--- config.mk ---
export PLATFORM = sky130hd
export DESIGN_NAME = stream_mux_rr
export DESIGN_NICKNAME = d
export VERILOG_FILES = /design/src/rtl/stream_mux_rr.sv
export SDC_FILE = /design/constraint.sdc
export NUM_CORES = 1
export LEC_CHECK = 0
export CORE_UTILIZATION = 37
export CTS_CLUSTER_SIZE = 12
export DETAILED_ROUTE_END_ITERATION = 6
export PLACE_DENSITY = 0.81
export SLEW_MARGIN = 20
export SYNTH_ARGS = -nofsm -noshare
export SYNTH_HDL_FRONTEND = slang
export SYNTH_SLANG_ARGS = --single-unit
--- constraint.sdc ---
create_clock -name clk -period 1.85 [get_ports clk]
set_input_delay 0.37 -clock clk [delete_from_list [all_inputs] [get_ports clk]]
set_output_delay 0.37 -clock clk [all_outputs]
set_load 0.01 [all_outputs]
--- src/rtl/stream_mux_rr.sv ---
// stream_mux_rr: N-channel packet multiplexer with valid/ready handshakes.
// Each packet gets one input channel. The channel is chosen in IDLE, either
// round-robin or from an external select, and is held until the packet's
// last beat is accepted. Beats pass through one output register stage.
//
// Handshake rules on every valid/ready pair of this block: a beat transfers
// on a rising clock edge where valid and ready are both 1. A producer holds
// valid and its payload stable until that edge. A consumer may raise or drop
// ready at any time. Here in_ready is derived only from registered state and
// out_ready, never from in_valid, so no combinational loop can form through
// a producer that waits for ready before raising valid.
//
// FSM visibility: the current state is held in the enum signal 'state_q'
// (ST_IDLE / ST_LOCKED). Checkers may bind to it together with grant_q and
// rr_ptr_q.

module stream_mux_rr #(
  parameter  int WIDTH    = 4,
  parameter  int CHANNELS = 4,
  localparam int SEL_W    = $clog2(CHANNELS)
) (
  input  logic                      clk,
  input  logic                      rst_n,
  input  logic [CHANNELS*WIDTH-1:0] in_data,
  input  logic [CHANNELS-1:0]       in_valid,
  input  logic [CHANNELS-1:0]       in_last,
  output logic [CHANNELS-1:0]       in_ready,
  input  logic [SEL_W-1:0]          sel,
  input  logic                      rr_en,
  output logic [WIDTH-1:0]          out_data,
  output logic                      out_valid,
  output logic                      out_last,
  output logic [SEL_W-1:0]          out_chan,
  input  logic                      out_ready
);

  // IDLE: arbitrate, no beat moves. LOCKED: forward beats of the granted
  // channel until its last beat is accepted.
  typedef enum logic [0:0] {
    ST_IDLE   = 1'b0,
    ST_LOCKED = 1'b1
  } state_t;

  state_t           state_q;
  state_t           state_d;
  logic [SEL_W-1:0] grant_q;
  logic [SEL_W-1:0] grant_d;
  logic [SEL_W-1:0] rr_ptr_q;
  logic [SEL_W-1:0] rr_ptr_d;

  // Arbitration result for the current IDLE cycle.
  logic             pick_valid;
  logic [SEL_W-1:0] pick_idx;

  // Beat offered by the granted channel.
  logic [WIDTH-1:0] g_data;
  logic             g_valid;
  logic             g_last;

  // The output register can take a new beat when it is empty or being drained.
  logic             can_take;
  logic             accept;

  // Pick the channel a new packet would come from, depending on mode.
  always_comb begin
    pick_valid = 1'b0;
    pick_idx   = '0;
    if (rr_en) begin
      // Walk offsets from farthest to nearest so the nearest requester after
      // rr_ptr overwrites the others and wins.
      for (int i = CHANNELS; i >= 1; i--) begin
        if (in_valid[(int'(rr_ptr_q) + i) % CHANNELS]) begin
          pick_valid = 1'b1;
          pick_idx   = SEL_W'((int'(rr_ptr_q) + i) % CHANNELS);
        end
      end
    end else begin
      // Only an in-range select can match a channel, so sel >= CHANNELS
      // never produces a grant.
      for (int c = 0; c < CHANNELS; c++) begin
        if ((sel == SEL_W'(c)) && in_valid[c]) begin
          pick_valid = 1'b1;
          pick_idx   = SEL_W'(c);
        end
      end
    end
  end

  // Route the granted channel's beat to a single set of signals.
  always_comb begin
    g_data  = '0;
    g_valid = 1'b0;
    g_last  = 1'b0;
    for (int c = 0; c < CHANNELS; c++) begin
      if (grant_q == SEL_W'(c)) begin
        g_data  = in_data[c*WIDTH +: WIDTH];
        g_valid = in_valid[c];
        g_last  = in_last[c];
      end
    end
  end

  assign can_take = !out_valid || out_ready;
  assign accept   = (state_q == ST_LOCKED) && g_valid && can_take;

  // State, grant and round-robin pointer registers.
  always_ff @(posedge clk or negedge rst_n) begin
    if (!rst_n) begin
      state_q  <= ST_IDLE;
      grant_q  <= '0;
      rr_ptr_q <= SEL_W'(CHANNELS - 1);
    end else begin
      state_q  <= state_d;
      grant_q  <= grant_d;
      rr_ptr_q <= rr_ptr_d;
    end
  end

  // Next state: lock onto a pick in IDLE, release after the last beat.
  always_comb begin
    state_d  = state_q;
    grant_d  = grant_q;
    rr_ptr_d = rr_ptr_q;
    case (state_q)
      ST_IDLE: begin
        if (pick_valid) begin
          grant_d = pick_idx;
          state_d = ST_LOCKED;
        end
      end
      ST_LOCKED: begin
        if (accept && g_last) begin
          rr_ptr_d = grant_q;
          state_d  = ST_IDLE;
        end
      end
      default: state_d = ST_IDLE;
    endcase
  end

  // Ready goes only to the granted channel, and only while LOCKED.
  always_comb begin
    in_ready = '0;
    if (state_q == ST_LOCKED) begin
      in_ready[grant_q] = can_take;
    end
  end

  // Output register: load on accept, empty when drained, hold otherwise.
  always_ff @(posedge clk or negedge rst_n) begin
    if (!rst_n) begin
      out_valid <= 1'b0;
      out_data  <= '0;
      out_last  <= 1'b0;
      out_chan  <= '0;
    end else if (accept) begin
      out_valid <= 1'b1;
      out_data  <= g_data;
      out_last  <= g_last;
      out_chan  <= grant_q;
    end else if (out_valid && out_ready) begin
      out_valid <= 1'b0;
    end
  end

endmodule

== Yosys cells after proc, flatten, opt, wreduce, memory -nomap -nowiden ==
Cells that the tools add are included.
Storage, ports and cells
  bits in registers: 13
  bits in latches: 0
  RAM bits: 0
  ROM bits: 0
  input bits: 30
  output and inout port bits: 12
  word-level logic and storage cells: 98
  memories: 0
Operators by class
  add/sub/neg operators: 4
  $mul: 0
  divide/modulo/power cells: 0
  $lt $le $gt $ge: 6
  eq/ne operators: 6
  shift-type cells: 0
  multiplexer cells: 49
  bitwise gates (word level): 6
  reduce and logical (&&, ||, !) cells: 20
Operators with widths (count)
  $mux 1: 31
  $mux 4: 5
  $lt 3x4->1 const B: 4
  $mux 2: 7
  $logic_and 1x1->1: 9
  $bmux 1 s2: 4
  $eq 2x2->1 const B: 4
  $reduce_or 2->1: 4
  $add 2x1->2 const B: 2
  $add 2x2->2 const B: 2
  $and 1x1->1 const A: 4
  $and 4x4->4: 1
  $eq 2x1->1 const B: 2
  $logic_not 2->1: 2
  $reduce_and 2->1: 2
  $lt 2x3->1 const B: 1
  $demux 1 s2: 1
  $ge 2x1->1 const B: 1
  $pmux 1 s2: 1
  $reduce_bool 2->1: 1
  $logic_not 1->1: 1
  $logic_or 1x1->1: 1
  $not 1->1: 1

== Longest topological paths before layout ==
  depth in word-level cells: 13
  mapped depth: 6
  depth with buffers taken out: 5

== Least setup slack after synthesis ==
OpenSTA, ideal clock, no wires.
  path type: reg-to-reg
  from: reg rr_ptr_q[1]
  to: reg grant_q[0]
  library setup time: 0.125 ns
  arrival time: 1.659 ns
  required time: 1.725 ns
  slack: 0.066 ns
  cell stages (with the launch flop): 7
  buffers on the path: 1
  clock period less this slack: 1.784 ns
  cells stage by stage: dfstp_2 > clkbuf_1 > a21oi_1 > a22o_1 > o311a_1 > nor3_4 > mux2_4
On the way
  cells in the longest elaborated chain, start to end: 10
  elaborated cells between the ends (all ways): 27
  those cells by class: add/sub: 4; mux: 22; reduce/logical: 1
RTL lines
  start: declaration: line 48  | logic [SEL_W-1:0] rr_ptr_q;
  start signal: assignment: line 111  | rr_ptr_q <= SEL_W'(CHANNELS - 1);
  start signal: assignment: line 115  | rr_ptr_q <= rr_ptr_d;
  $add 2x1->2: line 72  | if (in_valid[(int'(rr_ptr_q) + i) % CHANNELS]) begin
  $bmux 1 s2: line 72
  $mux 1 (implied by the code) (2 in series): line 72
  $mux 1 (4 in series): line 72
  $mux 1: line 68  | if (rr_en) begin
  $reduce_and 2->1 (no line)
  end signal: assignment: line 114  | grant_q <= grant_d;
  end: declaration: line 46  | logic [SEL_W-1:0] grant_q;
Several ways; a longest one is shown, not always the timed one. The select of a mux whose other input is x is not followed.
A chain may end at the register's enable or synchronous reset.

== Worst setup path after layout ==
  from: in in_valid[2]
  to: reg grant_q[0]
On the way
  cells in the longest elaborated chain, start to end: 9
  elaborated cells between the ends (all ways): 28
  those cells by class: mux: 26; reduce/logical: 2
RTL lines
  start: declaration: line 25  | input logic [CHANNELS-1:0] in_valid,
  $bmux 1 s2: line 72
  $mux 1 (implied by the code) (2 in series): line 72
  $mux 1 (4 in series): line 72
  $mux 1: line 68
  $reduce_and 2->1 (no line)
Several ways; a longest one is shown, not always the timed one. The select of a mux whose other input is x is not followed.

==> reports/qor.yml <==
status: "complete, no violations"
grt_use_met2_pct: 40.17
grt_pass1_vias: 921
area_growth_syn_to_layout_pct: 60.92
max_freq_ghz: 0.5482
place_area_mm2: 0.001454
finClkSkew_ns: 0.0008938
dr.pass1.iters: 4
r2r-end: "rr_ptr_q[1]"
place.gp.congestion: 0.8054
core_area_mm2: 0.002297
syn_area_per_cell_um2: 10.67
hold_viol: 0
cap_violations: 0
r2r_slack_ns: 0.07
cp-start-kind: "input pin"
drtIter0Drc: 21
num_rows: 17
seq_area_frac_synth_pct: 35.31
worst_slack_ns: 0.02573
io-pin-count: 42
clk_latency_ns: 0.29
grt_max_degree: 14
grtUsageMet1_pct: 21.81
p_per_area_mw_per_mm2: 1310
via_per_inst: 5.458
met3_usage_pct: 4.386
portBuffers: 41
num_antenna_cells: 0
path_clk_slew_ns: 0.08
clock_path_buffers: 2
timing.final.crit_period_ns: 1.824
cts_buffers: 3
critPathArrivalTime_ns: 2.00
r2r_start: "grant_q[0]"
htree_levels: 1
drive_above_1_share_pct: 27.54
worstPathRequired_ns: 2.03
synth_warnings: 0
maxSlewHeadroom_pct: 61.51
synth_area_um2: 928.4
critPathKind: "in -> reg"
dieHeight_um: 52.09
syn_nets: 117
top_usage_layer: "met2"
fin_tns_setup_ns: 0
final_common_cell: "clkdlybuf4s50_1"
drc_errors: 0
initial_core_util_pct: 40.41
ant_nets: 0
ys_ff_latch: 13
dp.final_hpwl_um: 2068
p_leak_uw: 0.0006662
layout.nets: 169
hp-class: "in -> async"
clock-sinks: 13
worstPathMaxFanout: 5
syn_inst: 87
cp-end-kind: "register"
routed-via-count: 906
dieWidth_um: 52.09
synth_cell_type_count: 35
wl_per_cell_um: 15.16
finalWirelength_um: 2516
peakVddDrop_uv: 774.0
die-area_mm2: 0.002713
grt_pass1_wl_um: 3988
slew_violations: 0
setup_viol: 0
antenna_found_initial: 0
worst_pin_slew_ns: 0.5756
most-common-layout-cells: "35 x clkdlybuf4s50_1, 12 x nand2_1, 12 x buf_4"
cts_root_buffer: "clkbuf_4"
grt_overflow: 0
cts_tree: "done"
period_share_pct: 98.61
grt_usage_pct: 20.80
final_cell_area_mm2: 0.001494
cts_hold_buf: 0
rsz0062_at_grt: "yes"
r2r_cells: 4
dp_worst_setup_slack_ns: -0.4739
final cells by class:
cell class | instances | area (um2)
Fill cell | 183 | 803.3
Multi-Input combinational cell | 65 | 591.8
Timing Repair Buffer | 54 | 505.5
Sequential cell | 13 | 327.8
Tap cell | 28 | 35.03
Clock buffer | 4 | 26.28
Inverter | 2 | 7.507
power by group:
part / leakage (uW) / total [uW] / internal (uW) / switching, uW
Sequential: 0.000152 / 600 / 442 / 158
Clock: 0.0000150 / 184 / 84.1 / 100
Combinational: 0.000499 / 1170 / 713 / 459
Total: 0.000666 / 1960 / 1240 / 718
state kept, by name, indices dropped and copies added (netlist names):
signal,cells
state_q,1
out_data,4
rr_ptr_q,2
out_last,1
out_valid,1
grant_q,2
out_chan,2
repair_timing:
action	in CTS	in global routing
gates cloned	0	0
gates resized for setup	20	5
buffers inserted	0	0
pin swaps	1	1
setup endpoints to repair	6	8
worst max-delay path, stage by stage:
cell	delay, ns
clkdlybuf4s50_1	0.57
nor4_1	0.09
o311a_1	0.37
nor3_4	0.28
mux2_4	0.32
stage by stage:
stage	hold WS (ns)	instances	util (%)	power [uW]
after global routing	0.4901	166	65.03	2099
after floorplan	0.07441	87	-	1202
final	0.4422	166	65.03	1956
after global placement	0.4605	162	63.29	1717
after CTS	0.4703	166	64.27	1946
after detailed placement	0.4882	162	63.29	1766
routing by layer:
metal | share of wire, % | wire, um
met5 | 0 | 0
met4 | 0.48 | 12
met3 | 4.8 | 122
met2 | 56 | 1419
met1 | 38 | 961
synth_stat cells (all sizes together):
| cell type | count | area, um2 |
|---|---|---|
| and2 | 1 | 6.260 |
| nor2b | 1 | 6.260 |
| nor4 | 1 | 6.260 |
| nor3 | 2 | 21.27 |
| o32ai | 1 | 8.760 |
| o311a | 1 | 10.01 |
| a41o | 1 | 10.01 |
| o211ai | 1 | 7.510 |
| mux4 | 6 | 135.1 |
| nand3b | 1 | 7.510 |
| a21oi | 3 | 15.01 |
| o21ai | 1 | 5.000 |
| nand2b | 4 | 25.02 |
| clkbuf | 4 | 15.01 |
| dfstp | 2 | 52.55 |
| buf | 3 | 15.01 |
| and3 | 1 | 6.260 |
| inv | 2 | 7.510 |
| a2111oi | 1 | 8.760 |
| mux2 | 10 | 120.1 |
| and2b | 1 | 7.510 |
| a211o | 1 | 8.760 |
| nand3 | 1 | 5.000 |
| a22o | 1 | 8.760 |
| dfrtp | 11 | 275.3 |
| nor3b | 2 | 15.01 |
| mux2i | 3 | 30.03 |
| a22oi | 2 | 15.01 |
| nand2 | 13 | 51.30 |
| a21o | 1 | 7.510 |
| nor2 | 4 | 15.01 |
how the worst max path moves through the flow:
stage,to,slack (ns),startpoint
after floorplan,grant_q[0],0.07,rr_ptr_q[1]
after global placement,in_ready[0],-0.41,out_ready
after detailed placement,in_ready[0],-0.47,out_ready
after CTS,grant_q[1],0.01,rr_ptr_q[0]
after global routing,grant_q[1],-0.03,in_valid[0]
final,grant_q[0],0.03,in_valid[2]
logic make-up after synthesis:
logic type,synth area share (%)
AO/OA/AOI/OAI,11.32
buffers and inverters,4.042
AND/OR/NAND/NOR,18.60
flip-flops,35.31
multiplexers,30.73
No activity file was read; power rests on OpenSTA's default activity.
